===== src/rtl/mult_div_unit.sv =====
// mult_div_unit: iterative 32x32 mult/div; in Clk,Reset,Start,Op,A,B; out Busy,WriteEnable,WriteData{Hi,Lo}
module mult_div_unit (
  input  logic        Clk,
  input  logic        Reset,
  input  logic        Start,
  input  logic [1:0]  Op,
  input  logic [31:0] A,
  input  logic [31:0] B,
  output logic        Busy,
  output logic        WriteEnable,
  output logic [63:0] WriteData
);
  typedef enum logic [1:0] {IDLE, RUN, DONE} state_t;
  state_t      state_q, state_d;
  logic [4:0]  cnt_q, cnt_d;
  logic [1:0]  op_q, op_d;
  logic        sa_q, sa_d, sb_q, sb_d;
  logic [31:0] a_q, a_d, m_q, m_d;
  logic [63:0] p_q, p_d, wd_q, wd_d;
  logic [31:0] mag_a, mag_b, q_fix, r_fix;
  logic [32:0] sum, t, diff;
  logic [63:0] step, fix;
  always_comb begin
    mag_a = (~Op[0] & A[31]) ? -A : A;
    mag_b = (~Op[0] & B[31]) ? -B : B;
    sum   = {1'b0, p_q[63:32]} + (p_q[0] ? {1'b0, m_q} : 33'd0);
    t     = {p_q[63:32], p_q[31]};
    diff  = t - {1'b0, m_q};
    step  = op_q[1] ? (diff[32] ? {t[31:0], p_q[30:0], 1'b0} : {diff[31:0], p_q[30:0], 1'b1})
                    : {sum, p_q[31:1]};
    q_fix = (sa_q ^ sb_q) ? -step[31:0] : step[31:0];
    r_fix = sa_q ? -step[63:32] : step[63:32];
    fix   = !op_q[1] ? ((sa_q ^ sb_q) ? -step : step)
                     : (m_q == 32'd0) ? {a_q, 32'hFFFF_FFFF} : {r_fix, q_fix};
    state_d = state_q;
    cnt_d   = cnt_q;
    op_d    = op_q;
    sa_d    = sa_q;
    sb_d    = sb_q;
    a_d     = a_q;
    m_d     = m_q;
    p_d     = p_q;
    wd_d    = wd_q;
    if (state_q == IDLE && Start) begin
      state_d = RUN;
      cnt_d   = 5'd0;
      op_d    = Op;
      sa_d    = ~Op[0] & A[31];
      sb_d    = ~Op[0] & B[31];
      a_d     = A;
      m_d     = Op[1] ? mag_b : mag_a;
      p_d     = {32'd0, Op[1] ? mag_a : mag_b};
    end else if (state_q == RUN) begin
      p_d   = step;
      cnt_d = cnt_q + 5'd1;
      if (cnt_q == 5'd31) begin
        state_d = DONE;
        wd_d    = fix;
      end
    end else if (state_q == DONE) begin
      state_d = IDLE;
    end
  end
  always_ff @(posedge Clk) begin
    if (Reset) begin
      state_q <= IDLE;
      cnt_q   <= 5'd0;
      op_q    <= 2'd0;
      sa_q    <= 1'b0;
      sb_q    <= 1'b0;
      a_q     <= 32'd0;
      m_q     <= 32'd0;
      p_q     <= 64'd0;
      wd_q    <= 64'd0;
    end else begin
      state_q <= state_d;
      cnt_q   <= cnt_d;
      op_q    <= op_d;
      sa_q    <= sa_d;
      sb_q    <= sb_d;
      a_q     <= a_d;
      m_q     <= m_d;
      p_q     <= p_d;
      wd_q    <= wd_d;
    end
  end
  assign Busy        = state_q != IDLE;
  assign WriteEnable = state_q == DONE;
  assign WriteData   = wd_q;
endmodule


===== config.mk =====
export PLATFORM = sky130hd
export DESIGN_NAME = mult_div_unit
export DESIGN_NICKNAME = d
export VERILOG_FILES = /design/src/rtl/mult_div_unit.sv
export SDC_FILE = /design/constraint.sdc
export NUM_CORES = 1
export LEC_CHECK = 0
export CORE_MARGIN = 2
export CORE_UTILIZATION = 35
export DETAILED_ROUTE_END_ITERATION = 10
export GPL_ROUTABILITY_DRIVEN = 0
export PLACE_DENSITY = 0.49
export RECOVER_POWER = 100
export SETUP_SLACK_MARGIN = 0.1
export SYNTH_ARGS = -nofsm -noshare
export SYNTH_HDL_FRONTEND = slang
export SYNTH_SLANG_ARGS = --single-unit
export TNS_END_PERCENT = 5

===== constraint.sdc =====
create_clock -name Clk -period 8.9 [get_ports Clk]
set_clock_uncertainty 0.15 [all_clocks]
set_input_delay 2.67 -clock Clk [delete_from_list [all_inputs] [get_ports Clk]]
set_output_delay 2.67 -clock Clk [all_outputs]
set_load 0.01 [all_outputs]

==> summary.md <==
| Metric | Value |
|---|---|
| Worst setup path startpoint | p_q[42] |
| DIE HEIGHT | 226 µm |
| N_diodes | 0 |
| Ranking of synthesized cells by area | dfxtp_1 (23%), a21oi_1 (7.3%), nor2_1 (6.5%) |
| Reg-to-Reg Start | p_q[42] |
| # Post-CTS Setup Buffers | 0 |
| Power Dens Cells | 164 mW/mm² |
| CTS resizes | 0 |
| CTS hold repair buffers | 0 |
| Syn. warnings | 0 |
| CTS clk-pin slew, worst paths | ~0.060 ns |
| Average size of a mapped cell | 7.10 µm² |
| First-pass GRT wire length | 114 mm |
| Final Util | 40.9% |
| Port bufs | 134 |
| Starting Density | 35.3% |
| Top Ports | 135 |
| Largest family of logic cells by synthesized area | compound AO/OA/AOI/OAI gates |
| CTS tree | yes |
| CP Launch Type | register |
| Mux share of post-synthesis cell area | under 10% |
| Grt total ovfl | 0 |
| Row count | 81 |
| Largest net degree at the start of global routing | 82 |
| Met2 wire len | 35.6 mm |
| Clk buf depth | 3 |
| Syn_nets | about 2600 |
| RSZ-0062 raised after global routing | no |
| Leak pwr | 7.72 nW |
| Post-synth EDFFs | 0 |
| Area of the die | approximately 0.051 mm² |
| All-Layer GR Usage | 29.6% |
| Ys flop type | dfxtp_1 |
| Vias in the first global route | roughly 18000 |
| XOR/XNOR Fraction of Synth Area | between 9 and 10% |
| Slew headroom | -144% |
| CTS Sinks | 202 |
| Die width | about 230 µm |
| CP required | 9.23 ns |
| Critical path fanouts, max | 19 |
| Final HPWL DP | 59.9 mm |
| Worst vdd ir | around 0.00013 V |
| Post-Synthesis Cells | 2430 |
| Iter 0 DRT Violations | around 1800 |
| Top cells by count, synth | nor2_1 (297), nand2_1 (293), a21oi_1 (252) |
| Fmax | between 100 and 150 MHz |
| Synthesized flop and latch total | 202 |
| Final Hold Vio Count | 0 |
| Hold Crit Class | register to register |
| DR pass1 iterations | 6 |
| Delay of the slowest critical-path stage | 0.81 ns |
| WP data arrival | 7.68 ns |
| Final net count | around 2600 |
| Initial antenna violation count | 0 |
| DR WL met3 | 4.87 mm |
| Crit path kind | register to register |
| Core area | 0.0488 mm² |
| Post-synthesis async set-or-reset flop share | 0% |
| Adder-cell share of the synthesized area | 5.31% |
| Cell family with most CP delay | compound AO/OA/AOI/OAI gates |
| Max cap viols | 4 |
| Status | finished, violations left |
| Avg WL per Cell | 24.4 µm |
| Total number of vias | ~19000 |
| Synthesis-to-finish area growth | 15.7% |
| Vias per inst | 5.98 |
| H-Tree Level Count | 1 |
| Post-synth cell types | 93 |
| Synthesized area | around 0.017 mm² |
| Share of the yosys chip area belonging to registers | 23.4% |
| Met1 wire length | approximately 32 mm |
| Clock network latency to the later pin of the worst-skew pair | 0.59 ns |
| TNS Setup | 0 ns |
| Area fraction in and, or, nand and nor cells after synthesis | 23.7% |
| Fin crit share | roughly 83% |
| Max-slew violations | 249 |
| Failing checks | capacitance limit, slew limit |
| Min Tclk post-route | 7.35 ns |
| Leading area contributor after synthesis | dfxtp_1 |
| Buffers & Inverters on Critical Path | 1 |
| Min-delay src | WriteData[54] |
| Synth Area in Compound Gates | between 20 and 30% |
| Final setup viols | 0 |
| Most frequent cell after synthesis | nor2_1 |
| Slowest stage cell, crit path | clkbuf_1 |
| DRC Markers | 0 |
| Root Driver | clkbuf_16 |
| Share of layout cells above drive strength 1 | ~5.2% |
| Crit. End Element | register |
| Crit-path cells | ha_1, a21oi_1, o211ai_1, a221oi_1, a21boi_0, nor3_4, clkbuf_1, nor3_1, a21oi_1, ha_1, and3_1, and4_1, nand2_1, or3_1, nor4_1, a31oi_1, mux2_2, a32o_1 |
| Antenna Nets Post-Route | 0 |
| CTS buffer count | 26 |
| Top layer used by detailed routing | met4 |
| Worst-margin pin slew | between 3 and 4 ns |
| Yosys top cell area share | a little under a quarter |
| Final wirelength | 77.1 mm |
## metal layers
layer	global-route usage (%)	up-vias
met5	0	-
met1	37.5	9001
met3	3.99	179
li1	-	8905
met2	49.3	768
met4	14.6	0
## flip-flops by register name, summed over array words and instances (netlist names)
| name | cells |
|---|---|
| WriteData | 64 |
| cnt_q | 5 |
| p_q | 64 |
| sb_q | 1 |
| op_q | 1 |
| m_q | 32 |
| state_q | 2 |
| sa_q | 1 |
| a_q | 32 |
## report_power, final
part	switching (mW)	internal, mW
Clock	0.457	0.709
Sequential	0.0699	0.946
Combinational	0.726	0.366
Total	1.25	2.02
## cell families after synthesis
group | count (synthesis)
AND/OR/NAND/NOR | 894
AO/OA/AOI/OAI | 795
buffers and inverters | 232
flip-flops | 202
XOR/XNOR | 183
adder cells (fa/ha/maj) | 72
multiplexers | 52
## worst reg2reg max path, stage by stage (launching register included)
cell	delay [ns]
dfxtp_1	0.49
ha_1	0.40
a21oi_1	0.34
o211ai_1	0.16
a221oi_1	0.56
a21boi_0	0.48
nor3_4	0.22
clkbuf_1	0.81
nor3_1	0.41
a21oi_1	0.41
ha_1	0.28
and3_1	0.30
and4_1	0.32
nand2_1	0.10
or3_1	0.34
nor4_1	0.64
a31oi_1	0.27
mux2_2	0.32
a32o_1	0.24
## worst paths after layout
| path | endpoint | slack [ns] | cells after the start |
|---|---|---|---|
| worst max-delay path | WriteData[58] | 1.55 | 18 |
| worst max register to register | WriteData[58] | 1.55 | 18 |
| worst min register to register | WriteData[54] | 0.30 | 2 |
| worst min-delay path | WriteData[54] | 0.30 | 2 |
## metrics by stage
stage               total power [mW]  setup slack [ns]  hold WS, ns  instance area, µm²  cells
floorplan                       1.71              3.44        0.282               17300   2430
global placement                2.10              2.06        0.295               19100   3108
detailed placement              2.10              1.93        0.293               19100   3108
CTS                             3.27              2.52        0.302               20000   3155
global route                    3.41              1.06        0.330               20000   3155
finish                          3.27              1.55        0.296               20000   3155
## final cells by class
cell class | instances | area, µm²
clock buffer | 34 | 711
clock inverter | 13 | 220
fill | 5230 | 28900
inverter | 73 | 274
multi-input combinational | 1996 | 12300
sequential | 202 | 4050
tap | 664 | 831
timing repair buffer | 173 | 1610
## placed cells by master (no fill, tap or decap), drive strengths merged, types with 40 or more instances in the layout
master         count
nor2             298
nand2            293
a21oi            255
dfxtp            202
o21ai            150
xnor2            111
a211oi            82
inv               72
xor2              72
ha                70
dlygate4sd3       68
clkdlybuf4s50     64
nor3              58
and2              48
mux2i             46
a31oi             44
clkbuf            40
Power figures use the tool's default switching activity.
==> variant 1 (same flow settings) <==
The 3 states of `state_t` get a one-hot encoding in 3 bits.
--- a/src/rtl/mult_div_unit.sv
+++ b/src/rtl/mult_div_unit.sv
@@ -10,7 +10,7 @@
   output logic        WriteEnable,
   output logic [63:0] WriteData
 );
-  typedef enum logic [1:0] {IDLE, RUN, DONE} state_t;
+  typedef enum logic [2:0] {IDLE = 3'b001, RUN = 3'b010, DONE = 3'b100} state_t;
   state_t      state_q, state_d;
   logic [4:0]  cnt_q, cnt_d;
   logic [1:0]  op_q, op_d;
Formal check against the unedited RTL: no difference found for any inputs over 10 cycles, from zero or initial values and one cycle with Reset high; not proved beyond that.
==> variant 1 against the unedited design <==
- critical path depth rose by 2
- routed wire length grew 0.90%
- total power decreased by 1.6%
- sequential cell count increased by 1
- highest routed layer is now met5
- synthesized area up 1.3%
- cell area is 0.74% higher
- clock power decreased by 3%
- critical endpoint is now WriteData[56]
- the flow still finishes with violations (capacitance limit, slew limit)
- worst setup slack lost 120 ps
- fmax down 1.6%
- largest cell class unchanged
==> variant 1: results (changes against the unedited design) <==
----------------------------------------------------
[Hold path]
  Hold endpoint ... WriteData[41]
  Start point of the worst min-delay path ... WriteData[41]

[Outcome]
  Status ... finished with violations
  Violations in the final reports ... capacitance limit, slew limit

[Placed design]
  DP Cell Count ... 3096 (-0.39%)
  Sum of net half-perimeters after detailed placement ... 59900 um (about the same)
  Worst Setup Slack post-DPL ... 2390 ps (+464 ps)
  DP Area ... 19300 sq um (+1.2%)

[Worst setup path]
  Critical path's top delay family ... simple AND/OR/NAND/NOR gates
  Endpoint of the worst register-to-register path ... WriteData[56]
  Launching element of the worst setup path ... p_q[34]
  Slowest stage delay, CP ... 840 ps (+30 ps)
  Worst-case register-to-register setup slack ... 1430 ps (-120 ps)
  R2r worst-path depth ... 20 (+2)

[Routing]
  Top sig layer ... met5
  Routed via count ... 18800 (-0.021%)
  First DRT Iteration DRCs ... 1689 (-7.4%)
  Number of detailed-routing iterations run before antenna repair ... 5 (-1)
  Average via count per standard cell ... 6.00 (+0.36%)
  Sum of met3 wire segment lengths after detailed routing ... 4710 um (-3.2%)

[Timing]
  Max-slew violation count ... 291 (+17%)
  Worst hold slack ... 289 ps (-6.56 ps)
  Minimum period implied by the final worst setup slack ... 7470 ps (+120 ps)
  Worst slew margin relative to its limit ... -98.3% (+46 points)

[Synthesis]
  Post-synth cell types ... 103 (+11%)
  Cells taking the most area after synthesis ... sky130_fd_sc_hd__dfxtp_1, sky130_fd_sc_hd__nor2_1, sky130_fd_sc_hd__a21oi_1
  Syn nets ... 2563 (-0.31%)
  Portion of the post-synthesis area used by sequential elements ... 23.2% (-0.19 points)
  Yosys warns ... 0 (unchanged)
  Top cells by count, synth ... sky130_fd_sc_hd__nor2_1, sky130_fd_sc_hd__nand2_1, sky130_fd_sc_hd__a21oi_1

[Global route]
  GR met3 Demand/Resource ... 4.38% (+0.38 points)
  Total routing usage reported by global routing ... 29.6% (+0.041 points)
  Largest net degree at the start of global routing ... 81 (-1.2%)
  Met1 Use GR ... 37.9% (+0.39 points)
  Global-route wire length before repair ... 115000 um (+0.90%)

[Power and ir drop]
  Comb power frac ... 33.7% (+0.4 points)
  Static Leakage ... 7.64 nW (-1.1%)

[Layout]
  Fillcell total ... 5204 (-0.50%)
  Post-Layout Inst Area ... 20100 sq um (+0.74%)
  Share of cells above drive strength 1 ... 5.97% (+0.76 points)

[Clock network]
  Clock latency at the later pin of the worst-skew pair ... 570 ps (-20 ps)
  Number of CTS-inserted buffers ... 25 (-3.8%)

[Run]
  Number of maximum-capacitance constraint violations ... 6 (+2)

----------------------------------------------------
-- variant 1: worst reg2reg max path: stages, from the launching register on --
cell and delay, ps:
sky130_fd_sc_hd__dfxtp_1 510, sky130_fd_sc_hd__ha_1 360, sky130_fd_sc_hd__o211ai_1 230, sky130_fd_sc_hd__a21oi_1 120
sky130_fd_sc_hd__o21ai_0 530, sky130_fd_sc_hd__a21oi_1 270, sky130_fd_sc_hd__a211oi_2 230, sky130_fd_sc_hd__clkbuf_1 840
sky130_fd_sc_hd__nor3_1 490, sky130_fd_sc_hd__a21oi_1 400, sky130_fd_sc_hd__ha_1 270, sky130_fd_sc_hd__o21ai_0 190
sky130_fd_sc_hd__or3_1 460, sky130_fd_sc_hd__nor3_1 320, sky130_fd_sc_hd__and2_0 250, sky130_fd_sc_hd__and4_1 420
sky130_fd_sc_hd__nand2_1 280, sky130_fd_sc_hd__nor4_1 520, sky130_fd_sc_hd__mux2i_1 240, sky130_fd_sc_hd__nand2_1 70
sky130_fd_sc_hd__a22o_1 210
-- variant 1: cell type report --
class | instances | share of cell area [%]
Multi-Input combinational cell | 1995 | 62.2
Sequential cell | 203 | 20.2
Timing Repair Buffer | 169 | 7.77
Tap cell | 664 | 4.13
Clock buffer | 34 | 3.53
Inverter | 65 | 1.21
Clock inverter | 11 | 0.902
Antenna cell | 2 | 0.0249
-- variant 1: logic make-up (layout without fill, tap and decap cells) --
| kind of cell | Yosys count | after routing | synth area share, % |
|---|---|---|---|
| AOI/OAI and AO/OA | 739 | 739 | 28.7 |
| xor gates and xnor gates | 176 | 176 | 8.81 |
| adders and majority gates | 72 | 72 | 5.24 |
| buffers and inverters | 224 | 279 | 5.04 |
| DFF | 203 | 203 | 23.2 |
| muxes | 61 | 61 | 3.66 |
| other | 0 | 2 | 0 |
| and+or+nand+nor | 947 | 947 | 25.3 |
==> variant 2 (same flow settings) <==
Made on the original files. Register the inputs `Start`, `Op`, `A` and `B` before use. The logic sees them one clock later.
--- a/src/rtl/mult_div_unit.sv
+++ b/src/rtl/mult_div_unit.sv
@@ -11,6 +11,19 @@
   output logic [63:0] WriteData
 );
   typedef enum logic [1:0] {IDLE, RUN, DONE} state_t;
+
+  logic Start_q;
+  logic [1:0] Op_q;
+  logic [31:0] A_q;
+  logic [31:0] B_q;
+
+  always_ff @(posedge Clk) begin
+    Start_q <= Start;
+    Op_q    <= Op;
+    A_q     <= A;
+    B_q     <= B;
+  end
+
   state_t      state_q, state_d;
   logic [4:0]  cnt_q, cnt_d;
   logic [1:0]  op_q, op_d;
@@ -21,8 +34,8 @@
   logic [32:0] sum, t, diff;
   logic [63:0] step, fix;
   always_comb begin
-    mag_a = (~Op[0] & A[31]) ? -A : A;
-    mag_b = (~Op[0] & B[31]) ? -B : B;
+    mag_a = (~Op_q[0] & A_q[31]) ? -A_q : A_q;
+    mag_b = (~Op_q[0] & B_q[31]) ? -B_q : B_q;
     sum   = {1'b0, p_q[63:32]} + (p_q[0] ? {1'b0, m_q} : 33'd0);
     t     = {p_q[63:32], p_q[31]};
     diff  = t - {1'b0, m_q};
@@ -41,15 +54,15 @@
     m_d     = m_q;
     p_d     = p_q;
     wd_d    = wd_q;
-    if (state_q == IDLE && Start) begin
+    if (state_q == IDLE && Start_q) begin
       state_d = RUN;
       cnt_d   = 5'd0;
-      op_d    = Op;
-      sa_d    = ~Op[0] & A[31];
-      sb_d    = ~Op[0] & B[31];
-      a_d     = A;
-      m_d     = Op[1] ? mag_b : mag_a;
-      p_d     = {32'd0, Op[1] ? mag_a : mag_b};
+      op_d    = Op_q;
+      sa_d    = ~Op_q[0] & A_q[31];
+      sb_d    = ~Op_q[0] & B_q[31];
+      a_d     = A_q;
+      m_d     = Op_q[1] ? mag_b : mag_a;
+      p_d     = {32'd0, Op_q[1] ? mag_a : mag_b};
     end else if (state_q == RUN) begin
       p_d   = step;
       cnt_d = cnt_q + 5'd1;
Behaviour: not the same (a bounded check fails within 4 cycles, from zero or initial values and one cycle with Reset high).
==> variant 2 against the unedited design <==
- the flow still finishes with violations (capacitance limit, slew limit)
- total power increased by 11%
- sequential share of layout area increased by 4.5 points
- via count increased by 4.2%
- die area increased by 9.6%
- count of clock-buffer cells in the layout increased by 10
- sequential cell count increased by 67
- synthesized area increased by 9.8%
- worst setup slack got worse by 41 ps
- routed wire length increased by 2.5%
- cell area increased by 8.9%
- non-clock buffer count decreased by 6
==> variant 2: results (changes against the unedited design) <==
----------------------------------------------------
[Outcome]
  Status ... finished with violations
  Violations in the final reports ... capacitance limit, slew limit

[Worst setup path]
  Critical path's top delay family ... simple AND/OR/NAND/NOR gates
  Worst-case register-to-register setup slack ... 1510 ps (-40 ps)
  Crit-path slowest cell ... sky130_fd_sc_hd__nand2_1
  Critical path data arrival time ... 7730 ps (+50 ps)
  Critical R2R Launch ... m_q[7]
  Slowest stage delay, CP ... 1190 ps (+380 ps)

[Hold path]
  Hold endpoint ... WriteData[44]
  Start point of the worst min-delay path ... WriteData[44]

[Layout]
  Share of cells above drive strength 1 ... 5.74% (+0.52 points)
  Final net count ... 2748 (+5.2%)

[Routing]
  Average via count per standard cell ... 5.91 (-1.2%)
  WL final ... 79000 um (+2.5%)
  Number of detailed-routing iterations run before antenna repair ... 6 (unchanged)

[Synthesis]
  Portion of the post-synthesis area used by sequential elements ... 28.4% (+5.0 points)
  Top cells by count, synth ... sky130_fd_sc_hd__nand2_1, sky130_fd_sc_hd__nor2_1, sky130_fd_sc_hd__a21oi_1
  Post-synth cell types ... 99 (+6.5%)
  Cells taking the most area after synthesis ... sky130_fd_sc_hd__dfxtp_1, sky130_fd_sc_hd__a21oi_1, sky130_fd_sc_hd__nand2_1

[Global route]
  Number of global-route vias before repair ... 18400 (+4.1%)
  Largest net degree at the start of global routing ... 107 (+30%)
  Global-route wire length before repair ... 117000 um (+3.3%)
  Total routing usage reported by global routing ... 27.4% (-2.2 points)

[Timing]
  Worst hold slack ... 311 ps (+15.5 ps)
  Minimum period implied by the final worst setup slack ... 7390 ps (+41.2 ps)
  Worst slew margin relative to its limit ... -120% (+24 points)
  Max-slew violation count ... 190 (-24%)

[Placed design]
  DP Area ... 20900 sq um (+9.1%)
  Sum of net half-perimeters after detailed placement ... 61100 um (+2.1%)

[Clock network]
  Number of CTS-inserted buffers ... 31 (+19%)
  Clock latency at the later pin of the worst-skew pair ... 610 ps (+20 ps)

[Run]
  Number of maximum-capacitance constraint violations ... 3 (-1)

[Power and ir drop]
  Static Leakage ... 8.33 nW (+7.8%)

----------------------------------------------------
==> variant 2: how the worst max path moves through the flow <==
stage                  from       endpoint  depth (start not counted)
floorplan           p_q[31]  WriteData[58]                         25
global placement    p_q[31]  WriteData[58]                         23
detailed placement  p_q[31]  WriteData[58]                         23
CTS                 p_q[31]  WriteData[58]                         23
global route         m_q[7]  WriteData[52]                         18
finish               m_q[7]  WriteData[62]                         18
==> variant 2: cell families after synthesis <==
logic type | Yosys count | share of synthesized area, %
flip-flops | 269 | 28.4
AND/OR/NAND/NOR | 980 | 24.0
XOR/XNOR | 180 | 8.32
buffers and inverters | 223 | 4.63
multiplexers | 54 | 2.91
AO/OA/AOI/OAI | 781 | 26.9
adder cells (fa/ha/maj) | 72 | 4.83
==> variant 2: through the flow <==
stage          cells  total power, mW
2_1_floorplan   2559             2.06
3_3_place_gp    3270             2.41
3_5_place_dp    3270             2.41
4_1_cts         3326             3.66
5_1_grt         3326             3.80
6_report        3326             3.64
==> variant 2: area by class of cell <==
type | count | area [sq um]
timing repair buffer | 167 | 1590
sequential | 269 | 5390
tap | 696 | 871
clock inverter | 12 | 121
clock buffer | 44 | 845
multi-input combinational | 2067 | 12700
inverter | 71 | 267
fill | 5558 | 32000
==> variant 2: power breakdown <==
| part | switching [mW] | internal [mW] | total (mW) |
|---|---|---|---|
| clock network | 0.551 | 0.693 | 1.24 |
| registers | 0.0923 | 1.26 | 1.35 |
| logic | 0.691 | 0.352 | 1.04 |
| total | 1.33 | 2.31 | 3.64 |
==> variant 2: per-layer routing <==
layer  global-route usage (%)  vias to the layer above  routed length [um]
met1                     37.0                     9412               34700
li1                         -                     9310                   -
met4                     12.3                        0                4050
met2                     43.5                      774               35000
met5                        0                        -                   0
met3                     3.80                      145                5280
